### config.mk
export PLATFORM = sky130hd
export DESIGN_NAME = shell_ballistics
export DESIGN_NICKNAME = d
export VERILOG_FILES = /design/src/rtl/shell_ballistics_pkg.sv /design/src/rtl/shell_hit_detect.sv /design/src/rtl/shell_ballistics.sv
export SDC_FILE = /design/constraint.sdc
export NUM_CORES = 1
export LEC_CHECK = 0
export ABC_AREA = 1
export BUFFER_PORTS_ARGS = -buffer_cell sky130_fd_sc_hd__buf_2
export CAP_MARGIN = 10
export CORE_MARGIN = 5
export CORE_UTILIZATION = 46
export DETAILED_ROUTE_END_ITERATION = 12
export GPL_TIMING_DRIVEN = 0
export PLACE_DENSITY = 0.78
export SLEW_MARGIN = 20
export SYNTH_ARGS = -nofsm -noshare
export SYNTH_HDL_FRONTEND = slang
export SYNTH_HIERARCHICAL = 1
export SYNTH_SLANG_ARGS = --single-unit
### constraint.sdc
create_clock -name frame_clk -period 7.2 [get_ports frame_clk]
set_input_delay 0.72 -clock frame_clk [delete_from_list [all_inputs] [get_ports frame_clk]]
set_output_delay 0.72 -clock frame_clk [all_outputs]
set_load 0.01 [all_outputs]
### src/rtl/shell_ballistics_pkg.sv
// Shared types and screen constants for the tank shell ballistics block.
package shell_ballistics_pkg;

  typedef enum logic [1:0] {IDLE, FLIGHT, IMPACT} shell_state_t;

  localparam int X_MAX    = 639;
  localparam int Y_MAX    = 479;
  localparam int GROUND_Y = 440;

  // Launch vy is always upward (negative), magnitude limited to vmax.
  function automatic logic signed [5:0] clamp_vy(input logic [9:0] yc,
                                                 input int shift,
                                                 input int vmax);
    logic [9:0] mag;
    mag = yc >> shift;
    if (mag > 10'(vmax)) mag = 10'(vmax);
    return -$signed(6'(mag));
  endfunction

endpackage

### src/rtl/shell_hit_detect.sv
// Combinational axis-aligned box overlap on signed 11b operands.
module shell_hit_detect (
  input  logic signed [10:0] ax,
  input  logic signed [10:0] ay,
  input  logic signed [10:0] bx,
  input  logic signed [10:0] by,
  input  logic        [10:0] reach,
  output logic               overlap
);

  // One extra bit so the difference of two 11b values never wraps.
  logic signed [11:0] dx, dy;
  logic        [11:0] adx, ady;

  always_comb begin
    dx      = {ax[10], ax} - {bx[10], bx};
    dy      = {ay[10], ay} - {by[10], by};
    adx     = dx[11] ? 12'(-dx) : 12'(dx);
    ady     = dy[11] ? 12'(-dy) : 12'(dy);
    overlap = (adx <= {1'b0, reach}) && (ady <= {1'b0, reach});
  end

endmodule

### src/rtl/shell_ballistics.sv
// One tank's shell: fire edge capture, frame-stepped gravity flight, enemy hit / miss.
module shell_ballistics
  import shell_ballistics_pkg::*;
#(
  parameter int VX_SPEED       = 2,
  parameter int VY_SHIFT       = 1,
  parameter int VY_MAX         = 15,
  parameter int GRAVITY        = 1,
  parameter int GRAV_DIV       = 4,
  parameter int SHELL_R        = 2,
  parameter int EXPLODE_FRAMES = 16
) (
  input  logic       frame_clk,
  input  logic       Reset,
  input  logic       currentState,
  input  logic       shoot,
  input  logic [1:0] Direction,
  input  logic [9:0] y_component,
  input  logic [9:0] ShooterX,
  input  logic [9:0] ShooterY,
  input  logic [9:0] ShooterS,
  input  logic [9:0] EnemyX,
  input  logic [9:0] EnemyY,
  input  logic [9:0] EnemyS,
  output logic [9:0] ShellX,
  output logic [9:0] ShellY,
  output logic       shell_visible,
  output logic       exploding,
  output logic       busy,
  output logic       hit,
  output logic       miss
);

  localparam int GW = (GRAV_DIV > 1) ? $clog2(GRAV_DIV) : 1;
  localparam int EW = (EXPLODE_FRAMES > 1) ? $clog2(EXPLODE_FRAMES) : 1;
  localparam logic signed [10:0] GY   = 11'(GROUND_Y);
  localparam logic signed [10:0] XMX  = 11'(X_MAX);
  localparam logic signed [5:0]  VX   = 6'(VX_SPEED);
  localparam logic signed [6:0]  VYMX = 7'(VY_MAX);

  shell_state_t       state;
  logic               shoot_q;
  logic signed [10:0] sx, sy;
  logic signed [5:0]  vx, vy;
  logic [GW-1:0]      gcnt;
  logic [EW-1:0]      ecnt;

  logic               fire, box_hit, out_of_bounds, checking;
  logic signed [6:0]  vy_sum;
  logic signed [5:0]  vy_grav;
  logic        [10:0] reach;

  assign fire  = shoot & ~shoot_q;
  assign reach = {1'b0, EnemyS} + 11'(SHELL_R);

  shell_hit_detect u_hit (
    .ax      (sx),
    .ay      (sy),
    .bx      ($signed({1'b0, EnemyX})),
    .by      ($signed({1'b0, EnemyY})),
    .reach   (reach),
    .overlap (box_hit)
  );

  assign out_of_bounds = (sy >= GY) || (sx < 0) || (sx > XMX);

  // Pulses are decoded from the registered shell position; leaving play suppresses them.
  assign checking = (state == FLIGHT) && currentState;
  assign hit      = checking && box_hit;
  assign miss     = checking && !box_hit && out_of_bounds;

  assign vy_sum  = {vy[5], vy} + 7'(GRAVITY);
  assign vy_grav = (vy_sum > VYMX) ? 6'(VY_MAX) : vy_sum[5:0];

  assign ShellX        = sx[9:0];
  assign ShellY        = sy[10] ? 10'd0 : sy[9:0];
  assign shell_visible = (state == FLIGHT) && !sy[10];
  assign exploding     = (state == IMPACT);
  assign busy          = (state != IDLE);

  always_ff @(posedge frame_clk) begin
    if (Reset) begin
      state   <= IDLE;
      shoot_q <= 1'b0;
      sx      <= '0;
      sy      <= '0;
      vx      <= '0;
      vy      <= '0;
      gcnt    <= '0;
      ecnt    <= '0;
    end else begin
      shoot_q <= shoot;
      if (!currentState) begin
        state <= IDLE;
      end else begin
        case (state)
          IDLE: if (fire) begin
            state <= FLIGHT;
            sx    <= $signed({1'b0, ShooterX});
            sy    <= $signed({1'b0, ShooterY}) - $signed({1'b0, ShooterS}) - 11'(SHELL_R);
            vx    <= (Direction == 2'd0) ? -VX : VX;
            vy    <= clamp_vy(y_component, VY_SHIFT, VY_MAX);
            gcnt  <= '0;
          end
          FLIGHT: begin
            if (box_hit || out_of_bounds) begin
              state <= IMPACT;
              ecnt  <= '0;
            end else begin
              sx <= sx + $signed({{5{vx[5]}}, vx});
              sy <= sy + $signed({{5{vy[5]}}, vy});
              if (gcnt == GW'(GRAV_DIV - 1)) begin
                gcnt <= '0;
                vy   <= vy_grav;
              end else begin
                gcnt <= gcnt + 1'b1;
              end
            end
          end
          IMPACT: begin
            if (ecnt == EW'(EXPLODE_FRAMES - 1)) state <= IDLE;
            else                                 ecnt  <= ecnt + 1'b1;
          end
          default: state <= IDLE;
        endcase
      end
    end
  end

endmodule

==> impl_metrics.csv, run 1 <==
group,metric,value,unit
sta,fin_worst_skew,0.00813,ns
hold_path,min_to,"vx[1]",
finish,area_delta_synth_final,13.5,%
worst_setup_path,timing.reg2reg.setup_slack,2.92,ns
cts,worstSkewPairLatency,0.29,ns
finish,design_area,7480,um2
cts,cts_tree,"done",
worst_setup_path,r2r-start,"sx[0]",
worst_setup_path,worstPathArrival,4.15,ns
sta,fin_setup_tns,0,ns
detailed_routing,wl_met3,967,um
worst_setup_path,cp_num_buf_inv,4,
detailed_routing,wirelength_met1,7.82,mm
pwr,ir_drop,0.0000942,V
cts,cts_setup_buffers,0,
detailed_routing,postRouteAntennaNets,0,
die,io_pins,101,
cts,numCtsBuffers,5,
finish,drive_gt1_frac,0.134,
die,core,14000,um2
outcome,status,"complete, no violations",
die,die_area,16800,um2
die,die_w,130,um
worst_setup_path,max_stage_delay,0.41,ns
worst_setup_path,crit_family,"simple AND/OR/NAND/NOR gates",
sta,max_freq,205,MHz
sta,slew_headroom,0.589,
worst_setup_path,cp-end-kind,"output pin",
detailed_routing,firstDrtPassIters,6,
detailed_routing,wl,16.8,mm
global_route,grt_remaining_overflow,0,
finish,utilization,0.535,
die,rows,43,
placed_design,pre_cts_slack,2.36,ns
sta,drv_slew,0,
hold_path,hold_start,"vx[1]",
worst_setup_path,cp_common_cell,"nand2_1",
synthesis,synth_area_leaders,"nand2_1 19%, ha_1 17%, dfxtp_1 12%, inv_1 12%, nor2_1 7.6%",
global_route,grt_usage,0.204,
global_route,antenna_found_initial,0,
global_route,first_global_vias,6681,
global_route,grt_pass1_wl,29.0,mm
detailed_routing,wl_per_cell,11.7,um
sta,tightest_slew,0.617,ns
sta,period_minus_slack,4.87,ns
flow_run,cap_violations,0,
detailed_routing,vias_per_cell,4.98,
worst_setup_path,cp_num_cells,28,
cts,clockBufferDepth,2,
synthesis,yosysSeqAreaShare,0.118,
synthesis,yosysTopAreaCell,"nand2_1",
synthesis,yosysTopAreaCellShare,0.188,
detailed_routing,dr.first_iter.drc_count,454,
die,die_h,130,um
detailed_routing,drc_errors,0,
detailed_routing,met2_wirelength,7.84,mm
synthesis,synth_area,6590,um2
detailed_routing,vias,7114,
cts,ctsHoldBuffers,0,
synthesis,synth.distinct_cells,42,
worst_setup_path,critical_path_class,"input pin to output pin",
finish,nNetsFinal,1419,
worst_setup_path,ff2ff_path_depth,33,
worst_setup_path,cp_max_fo,3,
worst_setup_path,start_kind,"input pin",
placed_design,hpwl,14.1,mm
hold_path,whs_path_depth,2,
sta,period_share,0.676,
global_route,grt_max_degree,14,
hold_path,holdCritPathClass,"register to register",
synthesis,synth_cells,1142,
finish,n_fill_cell,1432,
worst_setup_path,slowest_stage,"fa_1",
sta,finalHoldViolations,0,
sta,setup_viol,0,
placed_design,post_dp_cell_area,7310,um2
pwr,power_leakage,4.39,nW
synthesis,ys_warn_count,6,
cts,cts_htree_levels,2,
finish,diodes,0,
cts,clkTransAtPathRegs,0.06,ns
synthesis,syn_area_per_cell,5.77,um2
cts,root_buffer,"clkbuf_16",
synthesis,synth_seq_cells,39,
worst_setup_path,r2r_end,"sy[10]",
cts,numClockSinks,39,
detailed_routing,routed.top_layer,"met4",
placed_design,gp_congestion,0.931,
sta,fin_hold_ws,0.487,ns
placed_design,io_buffers,98,
cts,cts_resized,0,
worst_setup_path,crit_required,6.48,ns
pwr,p_per_area,151,nW/um2
sta,worst_slack,2.33,ns
die,start_util,0.471,
sta,rsz0062_at_grt,"false",
[Yosys cell counts (all sizes together)]
library cell  number
o21a               5
nor3               5
nand3             96
buf               18
fa                 5
nand3b             7
clkbuf             6
a211oi             1
a21oi             65
a31oi              2
conb               1
o211ai             1
xor2              18
dfxtp             39
nand2            346
o21bai             6
a21o               1
xnor2             14
inv              212
nor2             140
o21ai             38
nand4             19
a21boi             1
ha                90
or2                6
[flip-flops by register name, indices dropped and copies added, names as in the netlist]
register and count:
shoot_q 1, vy 6, sx 11, vx 2, sy 11, ecnt 4
gcnt 2, state 2
[stage by stage]
step | cells | total power [W]
floorplan | 1143 | 0.000725
global placement | 1421 | 0.000852
detailed placement | 1421 | 0.000867
CTS | 1429 | 0.00113
global route | 1429 | 0.00124
finish | 1429 | 0.00113
[layer usage]
metal  track usage  vias up
met5             0        -
met4        0.0361        0
met3        0.0202       11
met2         0.363      186
met1         0.271     3125
li1              -     3792
[final cells by class]
type,instances,area (um2),share of cell area
Clock buffer,5,125,0.0167
Clock inverter,3,43.8,0.00586
Tap cell,180,225,0.0301
Buffer,24,165,0.0221
Timing Repair Buffer,98,490,0.0656
Inverter,212,798,0.107
Multi-Input combinational cell,868,4850,0.648
Sequential cell,39,781,0.104
[layout by cell type (no fill, tap or decap), types with 6 or more instances in the layout]
master      n
nand2_1   330
inv_1     208
nor2_1    134
buf_2     101
nand3_1    92
ha_1       90
a21oi_1    61
dfxtp_1    39
o21ai_0    28
nand4_1    18
xor2_1     18
xnor2_1    14
nand2_2    12
buf_4      11
o21ai_1     8
nand3b_1    7
clkbuf_1    6
[worst max-delay path by stage]
stage	slack, ns	to	start
6_report	2.33	miss	EnemyX[0]
5_1_grt	2.03	miss	EnemyX[0]
4_1_cts	2.35	miss	EnemyX[0]
3_3_place_gp	2.41	miss	EnemyX[0]
3_5_place_dp	2.36	miss	EnemyX[0]
2_1_floorplan	3.01	miss	EnemyX[0]
[worst min-delay path, stage by stage (launching register included)]
cell and delay (ns):
dfxtp_1 0.33, nor2_1 0.05, nor2_1 0.07
[cell families after synthesis]
logic type               Yosys count  synth area share
AO/OA/AOI/OAI                    120             0.103
XOR/XNOR                          32            0.0425
adder cells (fa/ha/maj)           95             0.186
buffers and inverters            236             0.146
flip-flops                        39             0.118
other                              1          0.000569
AND/OR/NAND/NOR                  619             0.403
[power by group]
group	internal, W	switching, W
combinational	0.000244	0.000368
sequential	0.000230	0.0000231
clock	0.000164	0.0000968
total	0.000638	0.000488
Power figures use the tool's default switching activity.
==> run 2: changes to the inputs <==
PLACE_DENSITY = 0.8   (was 0.78)
clock period = 4.4 ns   (was 7.2 ns; I/O delays follow)
==> run 2 against run 1 <==
Net effect: sequential power grew 64%; largest cell class unchanged; critical path depth shrank 3; sequential cell count is the same; clock skew is essentially flat; highest routed layer unchanged; first-iteration DRC count grew 14%.
==> impl_metrics.csv, run 2 (synthesized netlist as in run 1, its figures left out) <==
group,metric,value,unit
global_route,antenna_found_initial,0,
worst_setup_path,slowest_stage,"fa_2",
finish,diodes,0,
detailed_routing,dr.first_iter.drc_count,518,
worst_setup_path,cp_num_cells,25,
worst_setup_path,crit_required,3.96,ns
pwr,p_clk_frac,0.227,
detailed_routing,wl,17.3,mm
finish,nNetsFinal,1426,
finish,n_fill_cell,1447,
worst_setup_path,critical_path_class,"register to output pin",
global_route,grt_max_degree,13,
sta,finalHoldViolations,0,
finish,largest_registers,"sx: 11 flops, sy: 11 flops, vy: 6 flops",
detailed_routing,wl_per_cell,12.0,um
die,core,14000,um2
pwr,power.internal,0.00109,W
worst_setup_path,cp-end-kind,"output pin",
detailed_routing,postRouteAntennaNets,0,
sta,tightest_slew,0.643,ns
die,rows,43,
finish,area_delta_synth_final,16.3,%
sta,setup_viol,0,
cts,worstSkewPairLatency,0.29,ns
cts,numCtsBuffers,5,
outcome,status,"complete, no violations",
global_route,grt_pass1_wl,28.1,mm
hold_path,whs_path_depth,3,
sta,slew_headroom,0.571,
pwr,power_leakage,4.42,nW
sta,period_share,0.938,
worst_setup_path,crit_family,"simple AND/OR/NAND/NOR gates",
finish,mostFrequentLayoutCells,"325 x nand2_1, 205 x inv_1, 126 x nor2_1, 100 x buf_2, 90 x nand3_1",
worst_setup_path,cp_common_cell,"nand2_1",
detailed_routing,vias_per_cell,5.03,
finish,drive_gt1_frac,0.167,
sta,period_minus_slack,4.13,ns
cts,numClockSinks,39,
cts,cts_htree_levels,2,
detailed_routing,vias,7229,
worst_setup_path,worstPathArrival,3.69,ns
hold_path,holdCritPathClass,"input pin to register",
finish,final_cells,1436,
placed_design,gp_congestion,0.918,
placed_design,placedCellCount,1421,
pwr,combPwrFrac,0.556,
worst_setup_path,ff2ff_path_depth,30,
die,die_area,16800,um2
worst_setup_path,max_stage_delay,0.56,ns
pwr,ir_drop,0.000185,V
cts,clockBufferDepth,2,
sta,fin_worst_skew,0.00851,ns
pwr,swShare,0.431,
cts,clkTransAtPathRegs,0.06,ns
global_route,first_global_vias,6513,
pwr,p_per_area,250,nW/um2
die,die_w,130,um
sta,fin_hold_ws,0.377,ns
global_route,grt_usage,0.199,
pwr,p_sw,0.000824,W
placed_design,io_buffers,98,
placed_design,hpwl,14.1,mm
die,die_h,130,um
sta,drv_slew,0,
worst_setup_path,cp_max_fo,3,
detailed_routing,drc_errors,0,
worst_setup_path,cp_num_buf_inv,3,
die,io_pins,101,
cts,cts_tree,"done",
cts,ctsHoldBuffers,0,
global_route,grt_remaining_overflow,0,
worst_setup_path,start_kind,"register",
sta,max_freq,242,MHz
die,start_util,0.471,
detailed_routing,firstDrtPassIters,5,
pwr,seq_power_share,0.217,
flow_run,cap_violations,0,
cts,root_buffer,"clkbuf_16",
finish,final_common_cell,"nand2_1",
==> run 2: changes by cell type in the layout (fill, tap and decap cells not counted), moves of 3 or more <==
cell	previous run	this run
buf_4	11	18
inv_1	208	205
ha_2	0	4
nand2_1	330	325
nor2_1	134	126
ha_1	90	83
ha_4	0	3
inv_2	3	6
nor2_2	5	12
dfxtp_1	39	31
dfxtp_2	0	7
nand2_2	12	17
==> run 2: timing repair <==
| item | 4_1_cts | 5_1_grt |
|---|---|---|
| gates resized for setup | 3 | 38 |
| setup buffers | 0 | 7 |
| gates cloned | 0 | 0 |
| setup endpoints to repair | 2 | 35 |
| pin swaps | 0 | 19 |
==> run 2: final cells by class <==
type | instances | area [um2] | area share
flip-flops and latches | 39 | 793 | 0.104
plain buffers | 24 | 165 | 0.0216
inverters | 212 | 798 | 0.104
well taps | 180 | 225 | 0.0294
multi-input cells | 868 | 4950 | 0.647
clock inverters | 2 | 35.0 | 0.00457
repair buffers | 105 | 549 | 0.0717
clock buffers | 6 | 139 | 0.0181
==> run 2: final timing paths <==
check	startpoint	endpoint	slack (ns)
worst min register to register	gcnt[0]	gcnt[0]	0.48
worst min-delay path	shoot	shoot_q	0.38
worst max-delay path	sx[0]	miss	0.27
worst max register to register	sx[0]	sy[10]	0.32
==> run 2: metal layers <==
layer | wire [um] | GRT usage | share of wire
met4 | 267 | 0.0489 | 0.015
met5 | 0 | 0 | 0
met1 | 7880 | 0.259 | 0.46
met2 | 8110 | 0.350 | 0.47
met3 | 994 | 0.0206 | 0.058
==> run 2: power by group through the flow <==
| stage | Combinational (W) | Sequential, W | Clock [W] |
|---|---|---|---|
| after CTS | 0.00100 | 0.000414 | 0.000437 |
| final | 0.00106 | 0.000416 | 0.000434 |
| after global placement | 0.000973 | 0.000421 | 0 |
| after detailed placement | 0.000997 | 0.000421 | 0 |
| after floorplan | 0.000780 | 0.000406 | 0 |
| after global routing | 0.00122 | 0.000419 | 0.000448 |
==> run 2: through the flow <==
stage	utilization	TNS (ns)	instance area (um2)	power (W)	worst slack, ns
final	0.548	0	7660	0.00191	0.273
after global routing	0.548	-0.0688	7660	0.00209	-0.0432
after CTS	0.536	0	7490	0.00186	0.0176
after detailed placement	0.522	0	7310	0.00142	0.0500
after global placement	0.522	0	7310	0.00139	0.121
after floorplan	-	0	6590	0.00119	0.720
==> run 2: worst reg2reg max path: cells and delay by family (launching register included) <==
family	cells	cell delay (ns)
buffers and inverters	5	0.49
and+or+nand+nor	20	1.64
DFF	1	0.36
AOI/OAI and AO/OA	1	0.32
xor gates and xnor gates	1	0.14
adders and majority gates	3	1.03
